[src/rtl/mem_arbiter.sv]
// rtl/mem_arbiter.sv - shares one single-port RAM controller between fetch and load/store
// One request in flight; bad requests are answered with err=1 and never reach RAM.
module mem_arbiter #(
  parameter int unsigned MEM_BYTES  = 1024,
  parameter int unsigned STARVE_MAX = 4
) (
  input  logic        clk,
  input  logic        rst_n,
  input  logic        i_req_valid,
  output logic        i_req_ready,
  input  logic [31:0] i_req_addr,
  output logic        i_rsp_valid,
  output logic [31:0] i_rsp_rdata,
  output logic        i_rsp_err,
  input  logic        d_req_valid,
  output logic        d_req_ready,
  input  logic [31:0] d_req_addr,
  input  logic        d_req_we,
  input  logic [1:0]  d_req_size,
  input  logic [31:0] d_req_wdata,
  output logic        d_rsp_valid,
  output logic [31:0] d_rsp_rdata,
  output logic        d_rsp_err,
  output logic [31:0] mem_addr,
  output logic [1:0]  mem_size,
  output logic        mem_rw,
  output logic [31:0] mem_wdata,
  input  logic [31:0] mem_rdata
);

  localparam int unsigned   CW        = $clog2(STARVE_MAX + 1);
  localparam logic [CW-1:0] CNT_MAX   = CW'(STARVE_MAX);
  localparam logic [31:0]   MEM_LIMIT = 32'(MEM_BYTES);

  typedef enum logic [1:0] {S_IDLE, S_ISSUE, S_CAPTURE, S_RESP} state_t;

  state_t        state_q, state_d;
  logic          owner_q, owner_d;
  logic [31:0]   addr_q, addr_d;
  logic [1:0]    size_q, size_d;
  logic          we_q, we_d;
  logic [31:0]   wdata_q, wdata_d;
  logic [CW-1:0] starve_q, starve_d;
  logic [31:0]   i_rdata_q, i_rdata_d, d_rdata_q, d_rdata_d;
  logic          i_err_q, i_err_d, d_err_q, d_err_d;

  logic          can_grant, fetch_first, d_grant, i_grant;
  logic [31:0]   sel_addr, sel_wdata;
  logic [1:0]    sel_size;
  logic          sel_we, sel_err;
  logic          rsp_load, rsp_owner, rsp_err;
  logic [31:0]   rsp_data;

  function automatic logic [31:0] size_mask(input logic [1:0] size, input logic [31:0] value);
    case (size)
      2'b01:   return {24'h0, value[7:0]};
      2'b10:   return {16'h0, value[15:0]};
      default: return value;
    endcase
  endfunction

  assign can_grant   = (state_q == S_IDLE) || (state_q == S_RESP);
  assign fetch_first = i_req_valid && (starve_q == CNT_MAX);
  assign d_grant     = can_grant && d_req_valid && !fetch_first;
  assign i_grant     = can_grant && i_req_valid && !d_grant;

  assign sel_addr  = d_grant ? d_req_addr : i_req_addr;
  assign sel_size  = d_grant ? d_req_size : 2'b11;
  assign sel_we    = d_grant && d_req_we;
  assign sel_wdata = d_grant ? size_mask(d_req_size, d_req_wdata) : 32'h0;
  assign sel_err   = (sel_addr >= MEM_LIMIT) || (sel_size == 2'b00) ||
                     ((sel_size == 2'b10) && sel_addr[0]) ||
                     ((sel_size == 2'b11) && (sel_addr[1:0] != 2'b00));

  always_comb begin
    state_d   = state_q;
    owner_d   = owner_q;
    addr_d    = addr_q;
    size_d    = size_q;
    we_d      = we_q;
    wdata_d   = wdata_q;
    starve_d  = starve_q;
    i_rdata_d = i_rdata_q;
    i_err_d   = i_err_q;
    d_rdata_d = d_rdata_q;
    d_err_d   = d_err_q;
    rsp_load  = 1'b0;
    rsp_owner = owner_q;
    rsp_data  = 32'h0;
    rsp_err   = 1'b0;

    case (state_q)
      S_IDLE, S_RESP: begin
        if (d_grant || i_grant) begin
          owner_d = d_grant;
          if (sel_err) begin
            // Rejected requests skip RAM entirely and answer on the next cycle.
            state_d   = S_RESP;
            rsp_load  = 1'b1;
            rsp_owner = d_grant;
            rsp_err   = 1'b1;
          end else begin
            state_d = S_ISSUE;
            addr_d  = sel_addr;
            size_d  = sel_size;
            we_d    = sel_we;
            wdata_d = sel_wdata;
          end
        end else begin
          state_d = S_IDLE;
        end
      end
      S_ISSUE: begin
        if (we_q) begin
          state_d  = S_RESP;
          rsp_load = 1'b1;
        end else begin
          state_d = S_CAPTURE;
        end
      end
      S_CAPTURE: begin
        state_d  = S_RESP;
        rsp_load = 1'b1;
        rsp_data = size_mask(size_q, mem_rdata);
      end
      default: state_d = S_IDLE;
    endcase

    if (rsp_load) begin
      if (rsp_owner) begin
        d_rdata_d = rsp_data;
        d_err_d   = rsp_err;
      end else begin
        i_rdata_d = rsp_data;
        i_err_d   = rsp_err;
      end
    end

    if (i_grant || !i_req_valid) begin
      starve_d = '0;
    end else if (d_grant && (starve_q != CNT_MAX)) begin
      starve_d = starve_q + 1'b1;
    end
  end

  always_ff @(posedge clk or negedge rst_n) begin
    if (!rst_n) begin
      state_q   <= S_IDLE;
      owner_q   <= 1'b0;
      addr_q    <= 32'h0;
      size_q    <= 2'b00;
      we_q      <= 1'b0;
      wdata_q   <= 32'h0;
      starve_q  <= '0;
      i_rdata_q <= 32'h0;
      i_err_q   <= 1'b0;
      d_rdata_q <= 32'h0;
      d_err_q   <= 1'b0;
    end else begin
      state_q   <= state_d;
      owner_q   <= owner_d;
      addr_q    <= addr_d;
      size_q    <= size_d;
      we_q      <= we_d;
      wdata_q   <= wdata_d;
      starve_q  <= starve_d;
      i_rdata_q <= i_rdata_d;
      i_err_q   <= i_err_d;
      d_rdata_q <= d_rdata_d;
      d_err_q   <= d_err_d;
    end
  end

  assign i_req_ready = i_grant;
  assign d_req_ready = d_grant;
  assign i_rsp_valid = (state_q == S_RESP) && !owner_q;
  assign d_rsp_valid = (state_q == S_RESP) && owner_q;
  assign i_rsp_rdata = i_rdata_q;
  assign i_rsp_err   = i_err_q;
  assign d_rsp_rdata = d_rdata_q;
  assign d_rsp_err   = d_err_q;

  // Bus is only driven while a command is live, so a write can never repeat.
  assign mem_size  = ((state_q == S_ISSUE) || (state_q == S_CAPTURE)) ? size_q : 2'b00;
  assign mem_addr  = ((state_q == S_ISSUE) || (state_q == S_CAPTURE)) ? addr_q : 32'h0;
  assign mem_rw    = (state_q == S_ISSUE) && we_q;
  assign mem_wdata = ((state_q == S_ISSUE) && we_q) ? wdata_q : 32'h0;

endmodule

[config.mk]
export PLATFORM = sky130hd
export DESIGN_NAME = mem_arbiter
export DESIGN_NICKNAME = d
export VERILOG_FILES = /design/src/rtl/mem_arbiter.sv
export SDC_FILE = /design/constraint.sdc
export NUM_CORES = 1
export LEC_CHECK = 0
export CAP_MARGIN = 20
export CORE_MARGIN = 2
export CORE_UTILIZATION = 42
export DETAILED_ROUTE_END_ITERATION = 10
export HOLD_SLACK_MARGIN = 0.06
export MAX_ROUTING_LAYER = met4
export PLACE_DENSITY = 0.8
export SYNTH_ARGS = -nofsm -noshare
export SYNTH_HDL_FRONTEND = slang
export SYNTH_SLANG_ARGS = --single-unit
[constraint.sdc]
create_clock -name clk -period 2.5 [get_ports clk]
set_input_delay 0.375 -clock clk [delete_from_list [all_inputs] [get_ports clk]]
set_output_delay 0.375 -clock clk [all_outputs]
set_load 0.1 [all_outputs]
==> results of run 1 <==
-- sequential cells by signal, summed over array words and instances (netlist names), 2 cells and up --
| register | flops |
|---|---|
| starve_q | 3 |
| addr_q | 32 |
| wdata_q | 32 |
| d_rsp_rdata | 32 |
| state_q | 2 |
| size_q | 2 |
| i_rsp_rdata | 32 |
-- critical path: stages (launching register included) --
cell	delay, ns
dfrtp_1	0.40
inv_1	0.07
ha_2	0.32
buf_6	0.20
buf_4	0.21
nor2b_1	0.21
buf_12	0.21
-- final timing paths --
check,start,to,slack (ns),depth (start not counted)
max in group asynchronous,rst_n,wdata_q[1],1.29,3
min reg2reg,wdata_q[8],wdata_q[8],0.47,2
max,state_q[0],mem_addr[21],0.07,6
max reg2reg,state_q[0],i_rsp_rdata[14],0.27,7
min,wdata_q[8],wdata_q[8],0.47,2
min in group asynchronous,rst_n,d_rsp_rdata[14],0.55,2
-- cell families (layout without fill, tap and decap cells) --
family,after synthesis,in the layout,synth area share [%]
flip-flops,139,139,56.08
buffers and inverters,58,337,4.660
adder cells (fa/ha/maj),7,7,1.412
multiplexers,10,10,1.816
AO/OA/AOI/OAI,128,128,12.20
AND/OR/NAND/NOR,311,311,23.83
-- cell type report --
type | count | area (um2) | area share, %
clock buffer | 21 | 470.5 | 4.516
clock inverter | 10 | 212.7 | 2.042
inverter | 11 | 41.29 | 0.3963
multi-input combinational | 456 | 2476 | 23.77
sequential | 139 | 3478 | 33.39
tap | 184 | 230.2 | 2.210
timing repair buffer | 295 | 3508 | 33.68
-- layout by cell type, fill, tap and decap left out, types with 25 or more instances in the layout --
master,instances
nand2_1,182
buf_12,76
buf_4,83
o22ai_1,29
nor2b_1,25
o21ai_0,73
and3_1,33
dfrtp_1,139
and2_1,27
clkdlybuf4s50_1,133
-- per-stage QoR --
step / total power [mW] / TNS [ns] / setup slack [ns] / util (%)
final: 8.812 / 0 / 0.06927 / 71.95
after global routing: 9.169 / -0.3387 / -0.03816 / 71.95
after CTS: 8.863 / 0 / 0.04327 / 71.93
after detailed placement: 5.938 / -13.76 / -0.1599 / 67.07
after global placement: 5.911 / -11.97 / -0.1270 / 67.07
after floorplan: 4.857 / -9.343 / -0.4084 / -
-- timing repair --
action	CTS	global route
endpoints found under the setup margin	14	11
hold endpoints to repair	66	0
setup buffers	0	0
gates cloned	0	0
hold buffers	1	0
pin swaps	0	0
resized for setup	4	1
-- per-layer routing --
layer | vias up | routed length, um
li1 | 2716 | -
met1 | 2672 | 7324
met2 | 263 | 9194
met3 | 22 | 1710
met4 | 0 | 279
met5 | - | 0
-- power breakdown --
part	internal [mW]	switching [mW]
clock network	1.95	0.942
logic	1.02	2.41
registers	2.39	0.104
total	5.36	3.45
==> reports/qor.yml, run 1 <==
status: "finished clean"
synth_top_area_cell: "dfrtp_1"
grt_use_met1_pct: 29.88
fin_crit_sh_pct: 97.23
slew_violations: 0
setup_violations: 0
synth_edf_count: 0
whs_ns: 0.4699
drt_iter0_markers: 239
core_area_mm2: 0.01448
stdcell_count: 1116
syn_area_mm2: 0.006202
clkTransAtPathRegs_ns: 0.06
path_max_fanout: 23
drc: 0
grt_pass1_vias: 5618
synth.net_count: 795
drive_gt1_share_pct: 22.96
grt.total_usage_pct: 24.68
cts_tree: "yes"
grt_util_met3_pct: 7.360
drtPass1Iterations: 5
cp-end-kind: "primary output"
fin_nets: 1062
numCtsBuffers: 17
finClkSkew_ns: 0.008351
die_y_um: 125.5
slew_headroom_pct: 56.42
synth_ff_type: "dfrtp_1"
dp.cells: 1084
p_leak_nw: 4.784
io_buffer_count: 271
syn_avg_cell_area_um2: 9.498
period_needed_ns: 2.431
p_per_area_mw_per_mm2: 845.9
start_kind: "register"
diodes: 0
grt_antenna_before_repair: 0
synth_top_area_share_pct: 56.08
rows: 44
ctsRootBufferMaster: "clkbuf_16"
dp_hpwl_um: 13540
insertion_delay_ns: 0.42
initial_core_util_pct: 42.84
synth_cells: 653
vias_per_cell: 5.083
ant_nets: 0
avgRoutedWirePerCell_um: 16.58
grt_max_degree: 69
place_area_mm2: 0.009711
clk_path_buf_depth: 2
hold_class: "reg2reg"
routed_wl_um: 18510
yosysWarnings: 0
numClockSinks: 139
routabilityCongestion: 0.7995
ys_ff_latch: 139
async_reset_ff_share_pct: 100.0
design_area_mm2: 0.01042
vias: 5673
yosysMostFrequentCell: "nand2_1"
num_io_pins: 272
htree_levels: 4
cap_violations: 0
synth_seq_area_share_pct: 56.08
dieArea_mm2: 0.01576
fillCellCount: 1039
overflow: 0
rsz0062_at_grt: "yes"
crit_arrival_ns: 2.06
ir_worst_vdd_mv: 0.5280
synthTopCellsByCount: "nand2_1 (182), dfrtp_1 (139), o21ai_0 (73), nor2b_1 (36), and3_1 (33)"
syn2layout_area_growth_pct: 67.96
required_ns: 2.12
critical_path_class: "reg2out"
max_freq_mhz: 411.4
grt_util_met2_pct: 40.03
yosys.cell_types.count: 34
synth_area_leaders: "dfrtp_1 (56%), nand2_1 (11%), o21ai_0 (5.9%)"
grt_pass1_wl_um: 29760
die_w_um: 125.5
worst_pin_slew_ns: 0.6537
hold_violations: 0
busiest_layer: "met2"
(Power assumes the default switching activity.)
==> run 2, diff against run 1 <==
--- a/config.mk
+++ b/config.mk
@@ -8,6 +8,7 @@
 export CAP_MARGIN = 20
 export CORE_MARGIN = 2
 export CORE_UTILIZATION = 42
+export CTS_CLUSTER_DIAMETER = 40
 export DETAILED_ROUTE_END_ITERATION = 10
 export HOLD_SLACK_MARGIN = 0.06
 export MAX_ROUTING_LAYER = met4
==> results of run 2 <==
Same layout as run 1: the final DEF is identical, and so are final timing and power.
